### config.mk
export PLATFORM = sky130hd
export DESIGN_NAME = z16_sequencer
export DESIGN_NICKNAME = d
export VERILOG_FILES = /design/src/rtl/z16_sequencer.sv
export SDC_FILE = /design/constraint.sdc
export NUM_CORES = 1
export LEC_CHECK = 0
export BUFFER_PORTS_ARGS = -buffer_cell sky130_fd_sc_hd__buf_2
export CAP_MARGIN = 10
export CORE_ASPECT_RATIO = 1.2
export CORE_MARGIN = 2
export CORE_UTILIZATION = 33
export DETAILED_ROUTE_END_ITERATION = 8
export PLACE_DENSITY = 0.52
export SLEW_MARGIN = 5
export SYNTH_ARGS = -nofsm -noshare
export SYNTH_HDL_FRONTEND = slang
export SYNTH_SLANG_ARGS = --single-unit
### constraint.sdc
create_clock -name i_clk -period 2.12 [get_ports i_clk]
set_input_delay 0.212 -clock i_clk [delete_from_list [all_inputs] [get_ports i_clk]]
set_output_delay 0.212 -clock i_clk [all_outputs]
set_load 0.1 [all_outputs]
### src/rtl/z16_sequencer.sv
// Multi-cycle control sequencer for the z16 core: fetch, decode, execute, memory, writeback.
// One state register. Every strobe is decoded combinationally from the state and the current inputs.
module z16_sequencer #(
  parameter int ACK_TIMEOUT = 16
) (
  input  logic        i_clk,
  input  logic        i_rst,
  input  logic        i_start,
  input  logic        i_halt,
  input  logic [3:0]  i_opcode,
  input  logic        i_branch_taken,
  output logic        o_imem_req,
  input  logic        i_imem_ack,
  output logic        o_dmem_req,
  output logic        o_dmem_we,
  input  logic        i_dmem_ack,
  output logic        o_ir_wen,
  output logic        o_rf_wen,
  output logic        o_pc_wen,
  output logic [1:0]  o_pc_sel,
  output logic [1:0]  o_wb_sel,
  output logic [2:0]  o_state,
  output logic        o_busy,
  output logic        o_err,
  output logic [15:0] o_retire_cnt
);

  // Handshake: a request stays high until the cycle its ack is seen. That
  // ack cycle completes the transfer. Acks that arrive in any other state
  // have no effect.
  typedef enum logic [2:0] {
    S_IDLE   = 3'd0,
    S_FETCH  = 3'd1,
    S_DECODE = 3'd2,
    S_EXEC   = 3'd3,
    S_MEM    = 3'd4,
    S_WB     = 3'd5,
    S_ERR    = 3'd7
  } state_t;

  localparam int WW = $clog2(ACK_TIMEOUT + 1);

  state_t        state;
  state_t        state_nxt;
  logic [WW-1:0] wait_cnt;
  logic          halt_q;
  logic          halt_go;
  logic          retire;
  logic          timeout;
  logic          is_branch;
  logic          is_mem;
  logic          is_store;

  assign is_branch = (i_opcode == 4'hE) || (i_opcode == 4'hF);
  assign is_mem    = (i_opcode == 4'hA) || (i_opcode == 4'hB);
  assign is_store  = (i_opcode == 4'hB);
  // This is the last allowed wait cycle. An ack in this same cycle still wins.
  assign timeout   = (wait_cnt == WW'(ACK_TIMEOUT - 1));
  assign halt_go   = halt_q | i_halt;

  assign o_state = state;
  assign o_busy  = (state != S_IDLE) && (state != S_ERR);
  assign o_err   = (state == S_ERR);

  always_comb begin
    state_nxt  = state;
    o_imem_req = 1'b0;
    o_dmem_req = 1'b0;
    o_dmem_we  = 1'b0;
    o_ir_wen   = 1'b0;
    o_rf_wen   = 1'b0;
    o_pc_wen   = 1'b0;
    o_pc_sel   = 2'd0;
    o_wb_sel   = 2'd0;
    retire     = 1'b0;
    case (state)
      S_IDLE: begin
        if (i_start) state_nxt = S_FETCH;
      end
      S_FETCH: begin
        o_imem_req = 1'b1;
        if (i_imem_ack) begin
          o_ir_wen  = 1'b1;
          state_nxt = S_DECODE;
        end else if (timeout) begin
          state_nxt = S_ERR;
        end
      end
      S_DECODE: state_nxt = S_EXEC;
      S_EXEC: begin
        if (is_branch) begin
          o_pc_wen = 1'b1;
          o_pc_sel = i_branch_taken ? 2'd1 : 2'd0;
          retire   = 1'b1;
        end else if (is_mem) begin
          state_nxt = S_MEM;
        end else begin
          state_nxt = S_WB;
        end
      end
      S_MEM: begin
        o_dmem_req = 1'b1;
        o_dmem_we  = is_store;
        if (i_dmem_ack) begin
          if (is_store) begin
            o_pc_wen = 1'b1;
            retire   = 1'b1;
          end else begin
            state_nxt = S_WB;
          end
        end else if (timeout) begin
          state_nxt = S_ERR;
        end
      end
      S_WB: begin
        o_rf_wen = 1'b1;
        o_pc_wen = 1'b1;
        retire   = 1'b1;
        if (i_opcode == 4'hA) o_wb_sel = 2'd1;
        else if ((i_opcode == 4'hC) || (i_opcode == 4'hD)) o_wb_sel = 2'd2;
        if (i_opcode == 4'hC) o_pc_sel = 2'd1;
        else if (i_opcode == 4'hD) o_pc_sel = 2'd2;
      end
      S_ERR: state_nxt = S_ERR;
      default: state_nxt = S_IDLE;
    endcase
    if (retire) state_nxt = halt_go ? S_IDLE : S_FETCH;
  end

  always_ff @(posedge i_clk) begin
    if (i_rst) begin
      state        <= S_IDLE;
      wait_cnt     <= '0;
      halt_q       <= 1'b0;
      o_retire_cnt <= 16'd0;
    end else begin
      state <= state_nxt;
      // The counter only runs while a request stays in the same waiting state. Any exit clears it.
      if (((state == S_FETCH) || (state == S_MEM)) && (state_nxt == state))
        wait_cnt <= wait_cnt + WW'(1);
      else
        wait_cnt <= '0;
      if (retire)
        halt_q <= 1'b0;
      else if (i_halt && o_busy)
        halt_q <= 1'b1;
      if (retire) o_retire_cnt <= o_retire_cnt + 16'd1;
    end
  end

endmodule

==> results.md, run 1 <==
* Status: finished, final reports clean
* Sw Share at 0.433
* Sequential Power Share at 0.408
* First-pass DRT Iterations at 4
* Worst Hold Depth at 3
* Worst-case clock buffer depth at 2
* Starting DRT DRC Count at 103
* Clock root cell: clkbuf_8
* Critical Path Start Type: flop
* Hold_ws at 0.204 ns
* Post-Synthesis Cell Area at 1660 sq um
* Register area share after synthesis at 0.301
* I/O Pins at 42
* Initial antenna violation count at 0
* Xor/xnor share of the synthesized area at 0.0105
* Wirelength, routed at 3930 microns
* Power Total at 1.31 mW
* Critical path class: flop to output port
* Final min period at 2.03 ns
* Vias at 1555
* RSZ-0062 raised after global routing: false
* Layout net count at 246
* Global-route wire length before repair at 6560 microns
* Max_slew headroom at 0.585
* Setup Buffers After CTS at 0
* Simple-Gate Fraction of Synth Area at 0.302
* # DRC at 0
* Post-CTS resize count at 0
* Final TNS setup at 0 ns
* Syn Inst Count at 195
* Most common flop cell mapped by yosys: dfxtp_1
* Worst-Margin Slew at 0.622 ns
* Global route total overflow at 0
* Comb power frac at 0.356
* Layout cell share with drive strength beyond 1 at 0.398
* Fill count at 481
* H-tree levels at 1
* CP required at 1.91 ns
* Int Pwr at 742 uW
* Routed len/inst at 13.5 microns
* Area delta synth->final at 23.8%
* Final slew viol count at 0
* Remaining antenna violation count at 0
* Asr flop ratio synth at 0
* Die height at 81.8 microns
* ANT cells at 0
* Final Hold Fails at 0
* Synth Area in Compound Gates at 0.217
* Die area at 5630 sq um
* Synth Area in Adders at 0.0226
* Sink Count at 25
* Maximum vdd drop at 0.000207 V
* Fin crit share at 0.956
* Largest net degree at the start of global routing at 36
* Total power density per cell area at 635 nW/um^2
* Number of synthesized register bits at 25
* Clock network fraction of design power at 0.237
* FMAX at 493 MHz
* Vias in the first global route at 1407
* Syn. warnings at 0
* CP Max Fanout at 16
* Yosys top cell by area: dfxtp_1
* # hold bufs at CTS at 0
* Overall Global Routing Usage at 0.152
* Yosys cell types at 48
* Max-Cap Viols at 0
* CTS tree: built
* Count of input and output buffers at 41
* Row count at 28
* Starting density of the core at 0.339
* Synth Area per Inst at 8.53 sq um
* Vias per inst at 5.34
* Worst hold path type: input pin to flop
* Core ar. at 4900 sq um
* Synth top area cells: dfxtp_1, nor2b_1, mux2_2, nor2_1, a2111oi_4
* Syn nets at 209
* Gpl congestion at 0.733
* Num CTS Buffers at 3
* Most common cell in the netlist: dfxtp_1
* CP endpoint kind: output port
* Largest family of logic cells by synthesized area: simple AND/OR/NAND/NOR gates
* EDFF count, synth at 0
* LEAKAGE at 0.835 nW
* FF-to-FF path depth at 7
* Mux share of post-synthesis cell area at 0.0947
* Arrival @ worst endpoint at 1.81 ns
* Die width at 68.8 microns
* NetSw at 567 uW
* Synth cell count leaders: dfxtp_1, nor2_1, nor2b_1, a21oi_1
* Clk pin slew, worst setup/hold paths at 0.10 ns
* Synth top area share at 0.301
* Final-report setup violation count at 0
* Clock Latency Late Sink at 0.28 ns
* Dpl hpwl at 2870 microns
* Clock skew at 0.00471 ns
-- critical path: stages, from the launching register on --
cell and delay, ns:
dfxtp_4 0.41, nand3b_1 0.28, nor3_4 0.27, and2_2 0.16
buf_2 0.41
-- cells by family after synthesis --
family                     Yosys count
adders and majority gates            3
AOI/OAI and AO/OA                   42
xor gates and xnor gates             2
DFF                                 25
muxes                               14
and+or+nand+nor                     91
buffers and inverters               18
-- path summary, 6_finish.rpt --
| kind | from | endpoint | slack [ns] |
|---|---|---|---|
| worst min register to register | wait_cnt[0] | wait_cnt[0] | 0.46 |
| worst min-delay path | i_halt | o_state[0] | 0.20 |
| worst max-delay path | o_state[1] | o_pc_sel[1] | 0.09 |
| worst max register to register | wait_cnt[0] | wait_cnt[1] | 0.20 |
-- metrics by stage --
step	util	worst slack [ns]	instances	cell area, sq um
3_5_place_dp	0.410	0.182	287	2010
3_3_place_gp	0.410	0.236	287	2010
6_report	0.420	0.0932	291	2060
2_1_floorplan	-	-0.563	195	1750
4_1_cts	0.420	0.0821	291	2060
5_1_grt	0.420	0.0146	291	2060
-- registers in the layout, indices dropped and copies added (netlist names) --
register and count:
o_state 3, wait_cnt 5, o_retire_cnt 16, halt_q 1
-- power groups by stage --
stage | Sequential [mW] | Clock [mW] | Combinational, mW
global placement | 0.545 | 0 | 0.467
finish | 0.533 | 0.310 | 0.465
detailed placement | 0.544 | 0 | 0.468
floorplan | 0.597 | 0 | 0.333
CTS | 0.533 | 0.327 | 0.469
global route | 0.539 | 0.339 | 0.497
-- layer usage --
layer,share of wire,GRT usage,vias to the layer above
li1,-,-,783
met1,0.44,0.196,716
met2,0.49,0.255,47
met3,0.048,0.0164,9
met4,0.023,0.0608,0
met5,0,0,-
-- cells in the final DEF, fill, tap and decap left out, drive strengths merged, types with 4 or more instances in the layout --
cell    instances
dfxtp          25
and4            4
nand3          11
mux2           14
nor2b          17
a21oi          13
nor3            7
a211oi          6
o21ai           5
inv             9
nand2          12
buf            42
nand4           5
nor2           23
-- final cells by class --
class / instances / area [sq um] / area share
clock inverter: 1 / 8.76 / 0.00425
timing repair buffer: 42 / 243 / 0.118
multi-input combinational: 152 / 1140 / 0.551
sequential: 25 / 527 / 0.256
clock buffer: 3 / 41.3 / 0.0200
tap: 60 / 75.1 / 0.0364
inverter: 8 / 30.0 / 0.0146
No activity file was read; power rests on OpenSTA's default activity.
==> run 2, diff against run 1 <==
Settings changed: CORE_ASPECT_RATIO 1.2 to unset, CORE_UTILIZATION 33 to 50, PLACE_DENSITY 0.52 to 0.74.
==> run 2 against run 1 <==
Net effect:
- die area fell by 32%
- first-iteration DRC count rose by 32%
- clock power fell by 31%
- highest routed layer unchanged
- critical endpoint is now o_dmem_we
- largest cell class unchanged
==> results.md, run 2 (same netlist as run 1, synthesis figures left out) <==
* RSZ-0062 raised after global routing: false (unchanged)
* Sequential cell area at 527 sq um (unchanged)
* Die width at 61.7 microns (was 68.8 microns)
* Crit path buffers/inverters at 1 (unchanged)
* Clk pin slew, worst setup/hold paths at 0.14 ns (was 0.10 ns)
* Total power density per cell area at 602 nW/um^2 (was 635 nW/um^2)
* Final Hold Fails at 0 (unchanged)
* Final-report setup violation count at 0 (unchanged)
* CTS tree: built (unchanged)
* I/O Pins at 42 (unchanged)
* Count of input and output buffers at 41 (unchanged)
* Dpl hpwl at 3050 microns (was 2870 microns)
* Vias per inst at 5.73 (was 5.34)
* Commonest non-fill, non-tap cell in the layout: buf_2 (unchanged)
* Overall Global Routing Usage at 0.237 (was 0.152)
* Vias in the first global route at 1511 (was 1407)
* Most frequent cells in the layout: buf_2, nor2_1, nor2b_1 (unchanged)
* Remaining antenna violation count at 0 (unchanged)
* LEAKAGE at 0.830 nW (was 0.835 nW)
* Max-Cap Viols at 0 (unchanged)
* CP Max Fanout at 16 (unchanged)
* Die area at 3810 sq um (was 5630 sq um)
* Largest net degree at the start of global routing at 36 (unchanged)
* Maximum vdd drop at 0.000322 V (was 0.000207 V)
* Gpl congestion at 0.821 (was 0.733)
* Area delta synth->final at 21.5% (was 23.8%)
* Final setup margin at 0.114 ns (was 0.0932 ns)
* Hold_ws at 0.177 ns (was 0.204 ns)
* CP endpoint kind: output port (unchanged)
* Crit-path cells: or2_1 > nor2_4 > and3_4 > buf_2 (was nand3b_1 > nor3_4 > and2_2 > buf_2)
* Num CTS Buffers at 3 (unchanged)
* Fill count at 294 (was 481)
* Multi-input gate area at 1140 sq um (unchanged)
* Sink Count at 25 (unchanged)
* H-tree levels at 1 (unchanged)
* Layout cell share with drive strength beyond 1 at 0.397 (was 0.398)
* CP required at 1.91 ns (about the same)
* Starting DRT DRC Count at 136 (was 103)
* Max reg flops at 16 (unchanged)
* Starting density of the core at 0.536 (was 0.339)
* # DRC at 0 (unchanged)
* Vias at 1582 (was 1555)
* Clock skew at 0.00842 ns (was 0.00471 ns)
* Final TNS setup at 0 ns (unchanged)
* Max_slew headroom at 0.597 (was 0.585)
* DP Worst Slack at 0.199 ns (was 0.182 ns)
* Critical path class: flop to output port (unchanged)
* Max stage delay on crit path at 0.42 ns (was 0.41 ns)
* Arrival @ worst endpoint at 1.79 ns (was 1.81 ns)
* Final slew viol count at 0 (unchanged)
* First-pass DRT Iterations at 4 (unchanged)
* Largest register by flop count: o_retire_cnt (unchanged)
* Fin crit share at 0.946 (was 0.956)
* Clock Latency Late Sink at 0.31 ns (was 0.28 ns)
* Routed len/inst at 14.8 microns (was 13.5 microns)
* Initial antenna violation count at 0 (unchanged)
* Status: finished, final reports clean (unchanged)
* # hold bufs at CTS at 0 (unchanged)
* Power Total at 1.22 mW (was 1.31 mW)
* Wirelength, routed at 4070 microns (was 3930 microns)
* Global route total overflow at 0 (unchanged)
* Worst hold path type: input pin to flop (unchanged)
* ANT cells at 0 (unchanged)
* Reg2Reg Setup Slack at 0.17 ns (was 0.20 ns)
* Crit-path leading delay family: simple AND/OR/NAND/NOR gates (unchanged)
* Worst-Margin Slew at 0.605 ns (was 0.622 ns)
* Slowest cell on crit path: dfxtp_4 (unchanged)
* FMAX at 499 MHz (was 493 MHz)
* Core ar. at 3100 sq um (was 4900 sq um)
* Row count at 20 (was 28)
* Global-route wire length before repair at 6770 microns (was 6560 microns)
* Layout net count at 247 (was 246)
* Critical Path Start Type: flop (unchanged)
* Final min period at 2.01 ns (was 2.03 ns)
* Clock root cell: clkbuf_4 (was clkbuf_8)
* Die height at 61.7 microns (was 81.8 microns)
* Worst-case clock buffer depth at 2 (unchanged)
-- run 2: changes by cell type in the layout (fill, tap and decap cells not counted), sizes merged --
cell,previous run,this run
inv,9,8
clkbuf,3,5
-- run 2: stage by stage --
step           utilization  instance area [sq um]  cells
2_1_floorplan            -                   1750    195
3_3_place_gp         0.632                   1960    271
3_5_place_dp         0.632                   1960    271
4_1_cts              0.642                   1990    275
5_1_grt              0.652                   2020    276
6_report             0.652                   2020    276
-- run 2: cell type report --
type                       instances  area share
sequential                        25       0.261
clock buffer                       4      0.0130
multi-input combinational        152       0.562
timing repair buffer              43       0.123
inverter                           8      0.0149
tap                               44      0.0272
-- run 2: final timing paths --
check / start / to / depth (start not counted)
worst max-delay path: o_state[1] / o_dmem_we / 4
worst min-delay path: i_halt / o_state[0] / 3
worst max register to register: wait_cnt[0] / wait_cnt[3] / 7
worst min register to register: wait_cnt[0] / wait_cnt[0] / 1
-- run 2: routing by layer --
| metal | share of wire | vias to the layer above | global-route usage | wire length [microns] |
|---|---|---|---|---|
| li1 | - | 777 | - | - |
| met1 | 0.42 | 747 | 0.281 | 1700 |
| met2 | 0.53 | 50 | 0.441 | 2150 |
| met3 | 0.038 | 8 | 0.0331 | 153 |
| met4 | 0.015 | 0 | 0.0669 | 60 |
| met5 | 0 | - | 0 | 0 |
-- run 2: what timing repair did --
action                                  4_1_cts  5_1_grt
endpoints found under the setup margin        2        3
pin swaps                                     0        1
gates cloned                                  0        0
resized for setup                             2        3
setup buffers                                 0        1
-- run 2: worst reg2reg max path: stages, from the launching register on --
cell	delay [ns]
dfxtp_1	0.38
ha_1	0.19
and3_1	0.16
ha_1	0.23
nor2_1	0.08
o221a_2	0.26
o2111ai_1	0.38
a21oi_1	0.14
-- run 2: where the power goes --
group	leakage, nW	internal, mW	switching (mW)
sequential	0.210	0.491	0.0421
clock	0.0150	0.0735	0.139
combinational	0.604	0.110	0.360
